File: src/rtl/btb_update_arbiter.sv
// Round-robin arbiter feeding a coalescing FIFO in front of the single BTB update port.
// Queued pcs are kept unique: a repeat pc rewrites the queued target instead of allocating.

module btb_uq_entry #(
    parameter int W = 8
) (
    input  logic         clk,
    input  logic         rst,
    input  logic         alloc,
    input  logic         merge,
    input  logic         pop,
    input  logic [W-1:0] pc_in,
    input  logic [W-1:0] tgt_in,
    output logic         valid,
    output logic [W-1:0] pc,
    output logic [W-1:0] target
);
    always_ff @(posedge clk) begin
        if (!rst) begin
            valid  <= 1'b0;
            pc     <= '0;
            target <= '0;
        end else if (alloc) begin
            valid  <= 1'b1;
            pc     <= pc_in;
            target <= tgt_in;
        end else begin
            if (merge) target <= tgt_in;
            if (pop)   valid  <= 1'b0;
        end
    end
endmodule

module btb_update_arbiter #(
    parameter int NUM_REQ         = 2,
    parameter int QUEUE_DEPTH     = 4,
    parameter int INSTR_MEM_IDX_W = 8
) (
    input  logic                               clk,
    input  logic                               rst,
    input  logic [NUM_REQ-1:0]                 req_valid,
    input  logic [NUM_REQ*INSTR_MEM_IDX_W-1:0] req_pc,
    input  logic [NUM_REQ*INSTR_MEM_IDX_W-1:0] req_target,
    output logic [NUM_REQ-1:0]                 req_ready,
    input  logic                               pause,
    output logic                               update_valid,
    output logic [INSTR_MEM_IDX_W-1:0]         update_pc,
    output logic [INSTR_MEM_IDX_W-1:0]         update_target,
    output logic [$clog2(QUEUE_DEPTH+1)-1:0]   q_count,
    output logic                               coalesce
);
    localparam int W     = INSTR_MEM_IDX_W;
    localparam int PTR_W = $clog2(QUEUE_DEPTH);
    localparam int CNT_W = $clog2(QUEUE_DEPTH+1);
    localparam int RR_W  = $clog2(NUM_REQ);

    logic [PTR_W-1:0] rd_ptr, wr_ptr;
    logic [CNT_W-1:0] count;
    logic [RR_W-1:0]  rr_ptr, acc_idx;
    logic [NUM_REQ-1:0] gnt;
    logic [NUM_REQ-1:0][W-1:0] pc_v, tgt_v;
    logic [QUEUE_DEPTH-1:0] ent_vld, ent_alloc, ent_merge, ent_pop, match;
    logic [QUEUE_DEPTH-1:0][W-1:0] ent_pc, ent_tgt;
    logic [W-1:0] acc_pc, acc_tgt;
    logic full, empty, pop, acc, hit, alloc;

    assign pc_v  = req_pc;
    assign tgt_v = req_target;

    assign full  = (count == CNT_W'(QUEUE_DEPTH));
    assign empty = (count == '0);

    assign update_valid  = rst && !empty && !pause;
    assign update_pc     = empty ? '0 : ent_pc[rd_ptr];
    assign update_target = empty ? '0 : ent_tgt[rd_ptr];
    assign pop           = update_valid;
    assign q_count       = count;

    always_comb begin : p_grant
        int j;
        logic found;
        j       = 0;
        found   = 1'b0;
        gnt     = '0;
        acc_idx = '0;
        for (int k = 0; k < NUM_REQ; k++) begin
            j = int'(rr_ptr) + k;
            if (j >= NUM_REQ) j = j - NUM_REQ;
            if (!found && req_valid[j]) begin
                found   = 1'b1;
                gnt[j]  = 1'b1;
                acc_idx = RR_W'(j);
            end
        end
    end

    // No full bypass: a pop in the same cycle does not open a slot for acceptance.
    assign req_ready = (rst && !full) ? gnt : '0;
    assign acc       = |req_ready;
    assign acc_pc    = pc_v[acc_idx];
    assign acc_tgt   = tgt_v[acc_idx];

    // The popping head is excluded so a same-pc request lands behind it, not in a retiring slot.
    always_comb begin
        match     = '0;
        ent_alloc = '0;
        ent_merge = '0;
        ent_pop   = '0;
        for (int e = 0; e < QUEUE_DEPTH; e++) begin
            match[e]   = ent_vld[e] && (ent_pc[e] == acc_pc) &&
                         !(pop && (rd_ptr == PTR_W'(e)));
            ent_pop[e] = pop && (rd_ptr == PTR_W'(e));
        end
        for (int e = 0; e < QUEUE_DEPTH; e++) begin
            ent_merge[e] = acc && match[e];
            ent_alloc[e] = acc && !(|match) && (wr_ptr == PTR_W'(e));
        end
    end

    assign hit   = |match;
    assign alloc = acc && !hit;

    for (genvar e = 0; e < QUEUE_DEPTH; e++) begin : g_ent
        btb_uq_entry #(.W(W)) u_ent (
            .clk    (clk),
            .rst    (rst),
            .alloc  (ent_alloc[e]),
            .merge  (ent_merge[e]),
            .pop    (ent_pop[e]),
            .pc_in  (acc_pc),
            .tgt_in (acc_tgt),
            .valid  (ent_vld[e]),
            .pc     (ent_pc[e]),
            .target (ent_tgt[e])
        );
    end

    always_ff @(posedge clk) begin
        if (!rst) begin
            rd_ptr   <= '0;
            wr_ptr   <= '0;
            count    <= '0;
            rr_ptr   <= '0;
            coalesce <= 1'b0;
        end else begin
            if (pop)   rd_ptr <= rd_ptr + PTR_W'(1);
            if (alloc) wr_ptr <= wr_ptr + PTR_W'(1);
            case ({alloc, pop})
                2'b10:   count <= count + CNT_W'(1);
                2'b01:   count <= count - CNT_W'(1);
                default: count <= count;
            endcase
            if (acc) rr_ptr <= (acc_idx == RR_W'(NUM_REQ-1)) ? '0 : acc_idx + RR_W'(1);
            coalesce <= acc && hit;
        end
    end
endmodule

File: config.mk
export PLATFORM = sky130hd
export DESIGN_NAME = btb_update_arbiter
export DESIGN_NICKNAME = d
export VERILOG_FILES = /design/src/rtl/btb_update_arbiter.sv
export SDC_FILE = /design/constraint.sdc
export NUM_CORES = 1
export LEC_CHECK = 0
export ABC_AREA = 1
export CELL_PAD_IN_SITES_DETAIL_PLACEMENT = 0
export CELL_PAD_IN_SITES_GLOBAL_PLACEMENT = 2
export CORE_ASPECT_RATIO = 1.25
export CORE_MARGIN = 2
export CORE_UTILIZATION = 32
export CTS_CLUSTER_SIZE = 14
export DETAILED_ROUTE_END_ITERATION = 16
export GPL_ROUTABILITY_DRIVEN = 1
export GPL_TIMING_DRIVEN = 0
export PLACE_DENSITY_LB_ADDON = 0.1
export SYNTH_ARGS = -nofsm -noshare
export SYNTH_HDL_FRONTEND = slang
export SYNTH_HIERARCHICAL = 1
export SYNTH_SLANG_ARGS = --single-unit
File: constraint.sdc
create_clock -name clk -period 5.2 [get_ports clk]
set_clock_uncertainty 0.2 [all_clocks]
set_input_delay 1.3 -clock clk [delete_from_list [all_inputs] [get_ports clk]]
set_output_delay 1.3 -clock clk [all_outputs]
set_load 0.05 [all_outputs]
==> flow_results.org <==
** Layout
- Count of inserted antenna diode cells :: 0
- The finished layout holds 1025 standard cells, fillers aside.
- Share of the core filled with cells :: 0.407
- Once layout is done, the placed cells without fillers occupy 5890 um^2.
- Leaving out fill and tap cells, the most frequent cell in the layout is nor2_1.
- Relative to the synthesized area, the layout overhead comes to 23.2%.
- Ratio of cells with drive above 1 in the final layout :: 0.0732
- # nets final :: 889
- Commonest cells after routing, fill and taps aside :: nor2_1, nand2_1, inv_1

** STA
- Final worst-path cycle share :: 0.965
- The final-report max-slew violation count came to 0.
- Worst slew slack as a fraction of its limit :: 0.482
- Hold violation count in the final report :: 0
- Minimum clock period :: 5.02 ns
- After routing, the total negative slack on setup checks comes to 0 ns.
- Final setup fails :: 0
- Setup repair after global routing left no endpoint under its margin.
- For the pin with the worst max-slew slack, the measured transition is 0.777 ns.
- Based on the critical path, the design can be clocked at up to 199 MHz.

** Synth
- The number of different library cells used by synthesis comes to 30.
- Counting every instance in the synthesized netlist gives 772.
- A synthesized cell averages 6.19 um^2.
- The synthesized netlist occupies a cell area of 4780 um^2.
- YS warnings :: 6
- Part of the Yosys area used for sequential elements :: 0.323
- Post-Synthesis Net Count :: 819
- Seq cells post-synth :: 77

** Setup path
- Nature of the critical path endpoint :: primary output
- Startpoint type of the worst setup path :: primary input
- Reg2Reg Launch Point :: rd_ptr[1]
- By startpoint and endpoint, the worst setup path is classified as primary input to primary output.
- Arrival time of data at the critical path endpoint :: 3.52 ns
- Worst path required time :: 3.70 ns
- Along the worst path, the maximum fanout reaches 10.
- Critical Path Start :: req_valid[1]

** GRT
- The number of global-route vias before repair came to 4604.
- Total global-route track usage :: 0.212
- Gr ovfl total :: 0
- The first global-routing pass estimated 25300 um of wire.
- Pin count of the biggest net entering global routing :: 40
- The initial antenna violation count was 0.

** Clocking
- For the worst-skew pair, the clock arrives at the later sink with an insertion delay of 0.34 ns.
- TritonCTS clock tree :: built
- The clock passes through at most 2 buffers.
- Clock tree synthesis inserted a total of 9 buffers.
- In this run the number of H-tree levels came out at 3.
- The clock drives 77 sinks.
- Clock-pin slew was measured on the worst setup and hold paths at 0.06 ns.
- Number of resized instances in the post-cts repair step :: 0
- After clock tree synthesis, the flow added hold-fix buffers numbering 0.
- Clock root buffer :: clkbuf_16
- Post-CTS timing repair inserted 0 buffers for setup.

** Status
- Run status :: complete, no violations

** Floorplan
- Placeable Area :: 14500 um^2
- Top-level port count :: 60
- The floorplan step set the die width to 113 um.
- Overall die area :: 15900 um^2
- Initial standard-cell utilization of the core :: 0.330
- In this run the vertical extent of the chip is 141 um.
- Num rows :: 49

** Route
- For this run, the detailed router's first-pass iteration total came to 5.
- In the final routed layout, each cell accounts on average for 16.2 um.
- Average vias per placed instance :: 4.75
- Iteration-0 DRC Markers :: 249
- Final WL :: 16700 um
- Routed Antenna Nets :: 0
- DR vias :: 4872
- After detailed routing, the number of remaining DRC violations is 0.

** Place
- # placed instances :: 1009
- Once placement finished, the instance area stood at 5590 um^2.
- Hpwl dp :: 11900 um
- At the end of routability-driven placement, the weighted congestion stood at 0.836.
- Input and output buffers added on the ports amount to 59.

** Power
- Maximum vdd drop :: 0.153 mV
- PwrDens :: 342 nW/um^2
- The analysis attributes to cell leakage a power of 2.78 nW.
- After layout, the design draws a total of 2.01 mW.

** Hold path
- Min-Delay Startpoint :: g_ent[2].u_ent/valid
- The tightest min-delay check is of the flip-flop to flip-flop type.

** Job
- Count of maximum capacitance violations :: 0
registers in the layout (all words and copies together), names as in the netlist:
name / cells
g_ent.u_ent/pc: 32
g_ent.u_ent/target: 32
g_ent.u_ent/valid: 4
q_count: 3
rd_ptr: 2
wr_ptr: 2
coalesce: 1
rr_ptr: 1
synth_stat cells:
master      n  area [um^2]
fa_1        1         20.0
xor2_1      1         8.76
inv_2       1         3.75
nor2_1    191          717
buf_6       5         56.3
a21boi_4    1         18.8
buf_2       2         10.0
o31ai_1     1         7.51
nor2_4      1         11.3
a21oi_1    36          180
dfxtp_1    77         1540
nand3_2     4         40.0
nor2_8      4         80.1
xor2_2      1         16.3
clkinv_1    4         15.0
nand2_4     3         33.8
a21boi_1    4         30.0
clkbuf_1   11         41.3
nand2_1   183          687
nand3_1    35          175
inv_1      91          342
nor3_1      1         5.00
buf_8       4         60.1
o211ai_1    2         15.0
o21ai_0    70          350
ha_1        9          113
a31oi_1     1         6.26
buf_4       5         37.5
nand2_2    14         87.6
nand3b_1    9         67.6
worst max-delay path, stage by stage:
cell and delay [ns]:
clkdlybuf4s50_1 0.74, a21boi_4 0.47, nand2_1 0.09, inv_1 0.10, clkdlybuf4s50_1 0.80
cells by family after synthesis:
logic type                 count (synthesis)  share of synthesized area
DFF                                       77                      0.323
and+or+nand+nor                          445                      0.399
xor gates and xnor gates                   2                    0.00524
adders and majority gates                 10                     0.0278
buffers and inverters                    123                      0.118
AOI/OAI and AO/OA                        115                      0.127
report_power, final:
group	total (mW)	leakage, nW	internal [mW]	switching, mW
clock	0.652	0.140	0.383	0.269
sequential	0.669	0.627	0.638	0.0314
combinational	0.692	2.01	0.221	0.471
total	2.01	2.78	1.24	0.772
metal layers:
metal / global-route usage / vias up / wire length [um]
met1: 0.258 / 2184 / 7060
met4: 0.0866 / 0 / 464
met2: 0.379 / 137 / 8320
li1: - / 2524 / -
met3: 0.0219 / 27 / 806
met5: 0 / - / 0
area by class of cell:
| class | instances | area, um^2 |
|---|---|---|
| tap | 178 | 223 |
| timing repair buffer | 59 | 586 |
| multi-input combinational | 572 | 2670 |
| inverter | 96 | 360 |
| clock inverter | 6 | 62.6 |
| clock buffer | 10 | 239 |
| fill | 1613 | 8580 |
| buffer | 27 | 205 |
| sequential | 77 | 1540 |
worst paths after layout:
path                                             end  slack (ns)  cells past startpoint
worst max register to register            q_count[2]        1.01                     20
worst max-delay path                    req_ready[1]        0.18                      5
worst min-delay path            g_ent[2].u_ent/valid        0.26                      2
worst min register to register  g_ent[2].u_ent/valid        0.26                      2
stage by stage:
step / setup slack [ns] / hold WS, ns
floorplan: 1.50 / 0.238
global placement: -0.688 / 0.245
detailed placement: 0.173 / 0.256
CTS: 0.167 / 0.265
global route: 0.104 / 0.295
finish: 0.182 / 0.261
Power figures use the tool's default switching activity.
